$ cat config.mk
export PLATFORM = sky130hd
export DESIGN_NAME = seq_detect_param
export DESIGN_NICKNAME = d
export VERILOG_FILES = /design/src/rtl/seq_pkg.sv /design/src/rtl/seq_detect_param_sat_counter.sv /design/src/rtl/seq_detect_param.sv
export SDC_FILE = /design/constraint.sdc
export NUM_CORES = 1
export LEC_CHECK = 0
export BUFFER_PORTS_ARGS = -buffer_cell sky130_fd_sc_hd__buf_2
export CORE_MARGIN = 4
export CORE_UTILIZATION = 48
export DETAILED_ROUTE_END_ITERATION = 16
export GPL_ROUTABILITY_DRIVEN = 0
export PLACE_DENSITY_LB_ADDON = 0.15
export SLEW_MARGIN = 5
export SYNTH_ARGS = -nofsm -noshare
export SYNTH_HDL_FRONTEND = slang
export SYNTH_SLANG_ARGS = --single-unit
$ cat constraint.sdc
create_clock -name clk -period 1.6 [get_ports clk]
set_input_delay 0.08 -clock clk [delete_from_list [all_inputs] [get_ports clk]]
set_output_delay 0.08 -clock clk [all_outputs]
set_load 0.01 [all_outputs]
$ cat src/rtl/seq_pkg.sv
// Shared limits, default pattern and state-width helper for the sequence detector.
package seq_pkg;
   localparam int SEQ_W_MIN = 2;
   localparam int SEQ_W_MAX = 16;
   localparam logic [SEQ_W_MAX-1:0] DEFAULT_PATTERN = 16'b10010;

   function automatic int state_w(input int seq_w);
      return $clog2(seq_w + 1);
   endfunction
endpackage

$ cat src/rtl/seq_detect_param_sat_counter.sv
// Saturating up-counter with synchronous clear; clear wins over increment.
// Updates on the edge after inc; no backpressure (holds at all-ones).
module sat_counter #(
   parameter int CNT_W = 8
) (
   input  logic             clk,
   input  logic             rst,
   input  logic             inc,
   input  logic             clr,
   output logic [CNT_W-1:0] cnt
);
   logic [CNT_W-1:0] r_cnt;

   always_ff @(posedge clk or posedge rst) begin
      if (rst) begin
         r_cnt <= '0;
      end else if (clr) begin
         r_cnt <= '0;
      end else if (inc && (r_cnt != {CNT_W{1'b1}})) begin
         r_cnt <= r_cnt + 1'b1;
      end
   end

   assign cnt = r_cnt;
endmodule

$ cat src/rtl/seq_detect_param.sv
// Serial pattern detector: out pulses one clock after the completing bit; in_valid=0 stalls history.
// Optional saturating match counter built only when SEQ_DETECT_CNT_EN is defined.
module seq_detect_param
   import seq_pkg::*;
#(
   parameter int                 SEQ_W   = 5,
   parameter logic [SEQ_W-1:0]   PATTERN = DEFAULT_PATTERN[SEQ_W-1:0],
   parameter bit                 OVERLAP = 1'b1,
   parameter int                 CNT_W   = 8
) (
   input  logic                       clk,
   input  logic                       reset,
   input  logic                       in_valid,
   input  logic                       in,
   input  logic                       clear,
   input  logic                       pat_load,
   input  logic [SEQ_W-1:0]           pat_in,
   output logic                       out,
   output logic [state_w(SEQ_W)-1:0]  state,
   output logic [CNT_W-1:0]           match_cnt
);
   localparam int FW = state_w(SEQ_W);
   localparam logic [FW-1:0] FILL_MAX = FW'(SEQ_W);
   localparam logic [FW-1:0] FILL_THR = FW'(SEQ_W - 1);

   if (SEQ_W < SEQ_W_MIN || SEQ_W > SEQ_W_MAX) begin : g_bad_seq_w
      $error("seq_detect_param: SEQ_W out of range");
   end

   logic [SEQ_W-1:0] r_hist;
   logic [FW-1:0]    r_fill;
   logic [SEQ_W-1:0] r_pat;
   logic             r_out;
   logic [SEQ_W-1:0] w_nxt;
   logic             w_match;

   assign w_nxt   = {r_hist[SEQ_W-2:0], in};
   // fill only needs SEQ_W-1 because the incoming bit completes the window
   assign w_match = (w_nxt == r_pat) && (r_fill >= FILL_THR);

   always_ff @(posedge clk or posedge reset) begin
      if (reset) begin
         r_hist <= '0;
         r_fill <= '0;
         r_pat  <= PATTERN;
         r_out  <= 1'b0;
      end else begin
         r_out <= 1'b0;
         if (clear || pat_load) begin
            r_hist <= '0;
            r_fill <= '0;
            if (pat_load) r_pat <= pat_in;
         end else if (in_valid) begin
            r_hist <= w_nxt;
            r_out  <= w_match;
            if (w_match && !OVERLAP)    r_fill <= '0;
            else if (r_fill != FILL_MAX) r_fill <= r_fill + 1'b1;
         end
      end
   end

   assign out   = r_out;
   assign state = r_fill;

`ifdef SEQ_DETECT_CNT_EN
   logic w_inc;
   assign w_inc = in_valid && !clear && !pat_load && w_match;

   sat_counter #(.CNT_W(CNT_W)) u_cnt (
      .clk (clk),
      .rst (reset),
      .inc (w_inc),
      .clr (clear),
      .cnt (match_cnt)
   );
`else
   assign match_cnt = '0;
`endif
endmodule

* Word-level counts from Yosys, hierarchy flattened
Index checks and enable logic that the tools add are counted.
** Word-level totals
- Memories kept :: 0
- Input bits :: 11
- Bits in latches :: 0
- Bits in writable memories :: 0
- Memory bits (read-only) :: 0
- Register bits :: 13
- Logic and storage cells :: 21
** Cells by class
- $mul :: 0
- Divide/modulo/power cells :: 0
- Mux-type cells :: 7
- Reduce and logical (&&, ||, !) cells :: 6
- Bitwise logic cells :: 0
- Shift operators :: 0
- Add/subtract/negate cells :: 1
- Equality and inequality tests :: 2
- Order comparisons :: 1
** Operators with widths (number)
- 2-to-1 mux 3 bit :: 3
- 2-to-1 mux 4 bit :: 2
- equality test 5 bit :: 1
- AND reduction 2 bit :: 2
- nonzero test 2 bit :: 2
- adder 3 x 1 -> 3 bit (second input constant) :: 1
- greater-or-equal comparator 3 bit (second input constant) :: 1
- != test 3 bit (second input constant) :: 1
- 2-to-1 mux 1 bit :: 2
- logical AND 1 bit :: 1
- logical OR 1 bit :: 1

* Longest topological paths before layout
- Depth after elaboration :: 4
- Depth in mapped cells :: 5
- Mapped depth without buffers :: 5

* Worst setup path after synthesis
OpenSTA, ideal clock, no wires.
- Kind :: register to register
- From :: reg r_fill[0], in the netlist state[0]
- To :: reg r_fill[1], in the netlist state[1]
- Cell stages (with the launch flop) :: 5
- Data required time :: 1.529 ns
- Slack :: 0.286 ns
- Data arrival time :: 1.243 ns
- Period minus slack after synthesis :: 1.314 ns
- Path through :: dfrtp_1 -> ha_1 -> a21boi_4 -> mux2_1 -> nor2_1
** Between the ends
- Longest elaborated chain between the ends :: 4
- Elaborated cells between the ends (all ways) :: 7
** RTL lines
- start, declared :: line seq_detect_param.sv:31 : logic [FW-1:0] r_fill;
- start signal, assigned :: line seq_detect_param.sv:57 : else if (r_fill != FILL_MAX) r_fill <= r_fill + 1'b1;
- adder 3 x 1 -> 3 bit :: line seq_detect_param.sv:57
- 2-to-1 mux 3 bit :: line seq_detect_param.sv:57
- 2-to-1 mux 3 bit :: line seq_detect_param.sv:53 : end else if (in_valid) begin
- 2-to-1 mux 3 bit :: line seq_detect_param.sv:49 : if (clear || pat_load) begin
Several ways; a longest one is shown, not always the timed one. The select of a mux whose other input is x is not followed.
A chain may end at the register's enable or synchronous reset.

* Worst setup path in the final report
Same ends and word-level chain as after synthesis.

==> qor.txt <==
Status -> finished clean
P per Cell Area -> 824 nW/um^2
Routed WL per cell -> 11.5 um
Port Buf Inserts -> 14
P_sw -> 152 uW
Metal1 wirelength -> 439 um
Top delay family on crit path -> flip-flops
Met2 wire length -> 482 um
Switching portion of total power -> 23.8%
I/O Pins -> 23
Fmax -> 748 MHz
Number of global-route vias before repair -> 374
Worst Hold Class -> in2reg
CP max FO -> 4
CP max stage delay -> 0.43 ns
Core area -> 1350 sq um
Kind of critical path -> reg2reg
TritonCTS clock tree -> done
Most frequent cells in the layout -> buf_2, dfrtp_1, conb_1, nor2_1
Reg2reg setup slack -> 0.26 ns
Die ar. -> 2150 sq um
Post-layout min period -> 1.34 ns
Crit-path slowest cell -> dfrtp_1
CTS Buffer Depth -> 2
Post CTS Setup Buffer Count -> 0
Number of synthesis warnings -> 0
Final Routed Wirelength -> 1.02 mm
CTS Sinks -> 13
First-iteration detailed-routing DRC count -> 0
Clock network power share -> 30.2%
Max-slew violations -> 0
Leak pwr -> 0.000385 uW
Setup Total Neg Slack -> 0 ns
Detail Route Antenna Nets -> 0
Root Driver -> clkbuf_4
Placed Area -> 738 sq um
Mapped Avg Cell Area -> 12.2 sq um
Antenna fix cells -> 0
Area of the mapped netlist -> 706 sq um
Num CTS Buffers -> 3
H-tree levels -> 1
MaxCap Viol Count -> 0
Global-route wire length before repair -> 1.66 mm
Top cell type's share of synthesized area -> 39.0%
Via-to-Cell Ratio -> 4.70
Pre-Repair DR Iteration Count -> 1
Yosys cell types -> 21
Buf/Inv on CP -> 0
Final period util -> 83.6%
Layout cells sized above 1 -> 35.1%
Setup violation total in the final timing report -> 0
Area contributors post-synth -> dfrtp_1, buf_4, mux2_2, dfstp_2, xnor2_1
VDD IR max -> 0.000576 V
Gr ovfl total -> 0
Setup crit end kind -> flop
Die Y -> 46.3 um
Flop pwr share -> 56.3%
Syn Inst Count -> 58
Combinational Power Share -> 13.5%
DR DRC count -> 0
RSZ-0062 raised after global routing -> false
Row cnt -> 13
Starting Density -> 52.3%
Uppermost layer routed -> met4
Die width -> 46.3 um
WL met3 -> 92 um
Largest net degree at the start of global routing -> 14
Critical Path RT -> 1.80 ns
Worst-Skew Late Latency -> 0.27 ns
Largest area contributor in the netlist -> dfrtp_1
Final hold violation count -> 0
Via count -> 418
Synthesized flop and latch total -> 13
Commonest non-fill, non-tap cell in the layout -> buf_2
Initial antenna violation count -> 0
GRT Total Usage -> 11.6%
Nets@finish -> 88
Area grow syn2layout -> 9.75%
Seq/Total Area, Yosys -> 46.5%
Power Internal -> 486 uW
Post-route clock skew -> 0.00104 ns
Crit-path cells -> ha_1 > a21boi_4 > mux2_1 > nor2_1
Crit path launch type -> flop
DP HPWL -> 822 um
Critical path arrival -> 1.54 ns
Final Cell Area -> 774 sq um
Clk pin slew, worst setup/hold paths -> 0.07 ns
==> routing by layer <==
metal  vias to the layer above  global-route usage, %
met2                        18                   18.4
met4                         0                   6.82
met1                       192                   13.0
met3                         2                   4.69
li1                        206                      -
met5                         -                      0
==> synthesized netlist by cell type, drive strengths merged <==
cell type  number
ha              2
mux2i           4
nor4            1
nor2            6
a21boi          1
nand2           1
nor3            1
nand4           1
dfrtp          11
inv             2
a21oi           1
xor2            1
and4b           1
buf            10
xnor2           5
mux2            6
or2             1
conb            1
dfstp           2
==> stage by stage <==
| step | hold slack, ns | setup slack (ns) | total power, uW | util, % | instances |
|---|---|---|---|---|---|
| after floorplan | -0.0445 | 0.286 | 445 | - | 65 |
| after global placement | 0.127 | 0.306 | 450 | 54.7 | 84 |
| after detailed placement | 0.134 | 0.268 | 453 | 54.7 | 84 |
| after CTS | 0.0284 | 0.255 | 653 | 57.4 | 89 |
| after global routing | 0.0258 | 0.190 | 682 | 57.4 | 89 |
| final | 0.0397 | 0.263 | 638 | 57.4 | 89 |
==> sequential cells by signal, summed over array words and instances (netlist names) <==
| register | count |
|---|---|
| r_pat | 5 |
| r_hist | 4 |
| state | 3 |
| out | 1 |
==> timing repair <==
item / 4_1_cts / 5_1_grt
endpoints found under the hold margin: 11 / 0
resized for setup: 0 / 0
hold buffers: 1 / 0
==> cell families after synthesis <==
family          Yosys count  share of synthesized area (%)
compound gates            2                           3.37
xor+xnor                  6                           7.45
fa+ha+maj                 2                           3.55
buf+inv                  12                           12.8
flops                    13                           46.5
mux                      10                           15.2
other cells               1                          0.531
simple gates             12                           10.6
==> area by class of cell <==
type | instances | area (sq um)
Fill cell | 116 | 576
Multi-Input combinational cell | 40 | 314
Inverter | 2 | 7.51
Sequential cell | 13 | 328
Tap cell | 15 | 18.8
Clock buffer | 4 | 26.3
Timing Repair Buffer | 15 | 80.1
==> final timing paths <==
kind | startpoint | end | depth (start not counted)
min in group asynchronous | reset | state[2]$_DFFE_PP0P_ | 3
worst max-delay path | state[0]$_DFFE_PP0P_ | state[1]$_DFFE_PP0P_ | 4
worst min register to register | r_pat[0]$_DFFE_PP0P_ | r_pat[0]$_DFFE_PP0P_ | 1
worst max register to register | state[0]$_DFFE_PP0P_ | state[1]$_DFFE_PP0P_ | 4
worst min-delay path | pat_in[0] | r_pat[0]$_DFFE_PP0P_ | 2
max in group asynchronous | reset | r_pat[4]$_DFFE_PP1P_ | 3
==> power groups by stage <==
stage | sequential (uW) | combinational (uW) | clock (uW)
after floorplan | 364 | 81.5 | 0
after global placement | 365 | 84.3 | 0
after detailed placement | 367 | 86.0 | 0
after CTS | 360 | 87.8 | 205
after global routing | 362 | 97.1 | 223
final | 360 | 86.3 | 193
No activity file was read; power rests on OpenSTA's default activity.
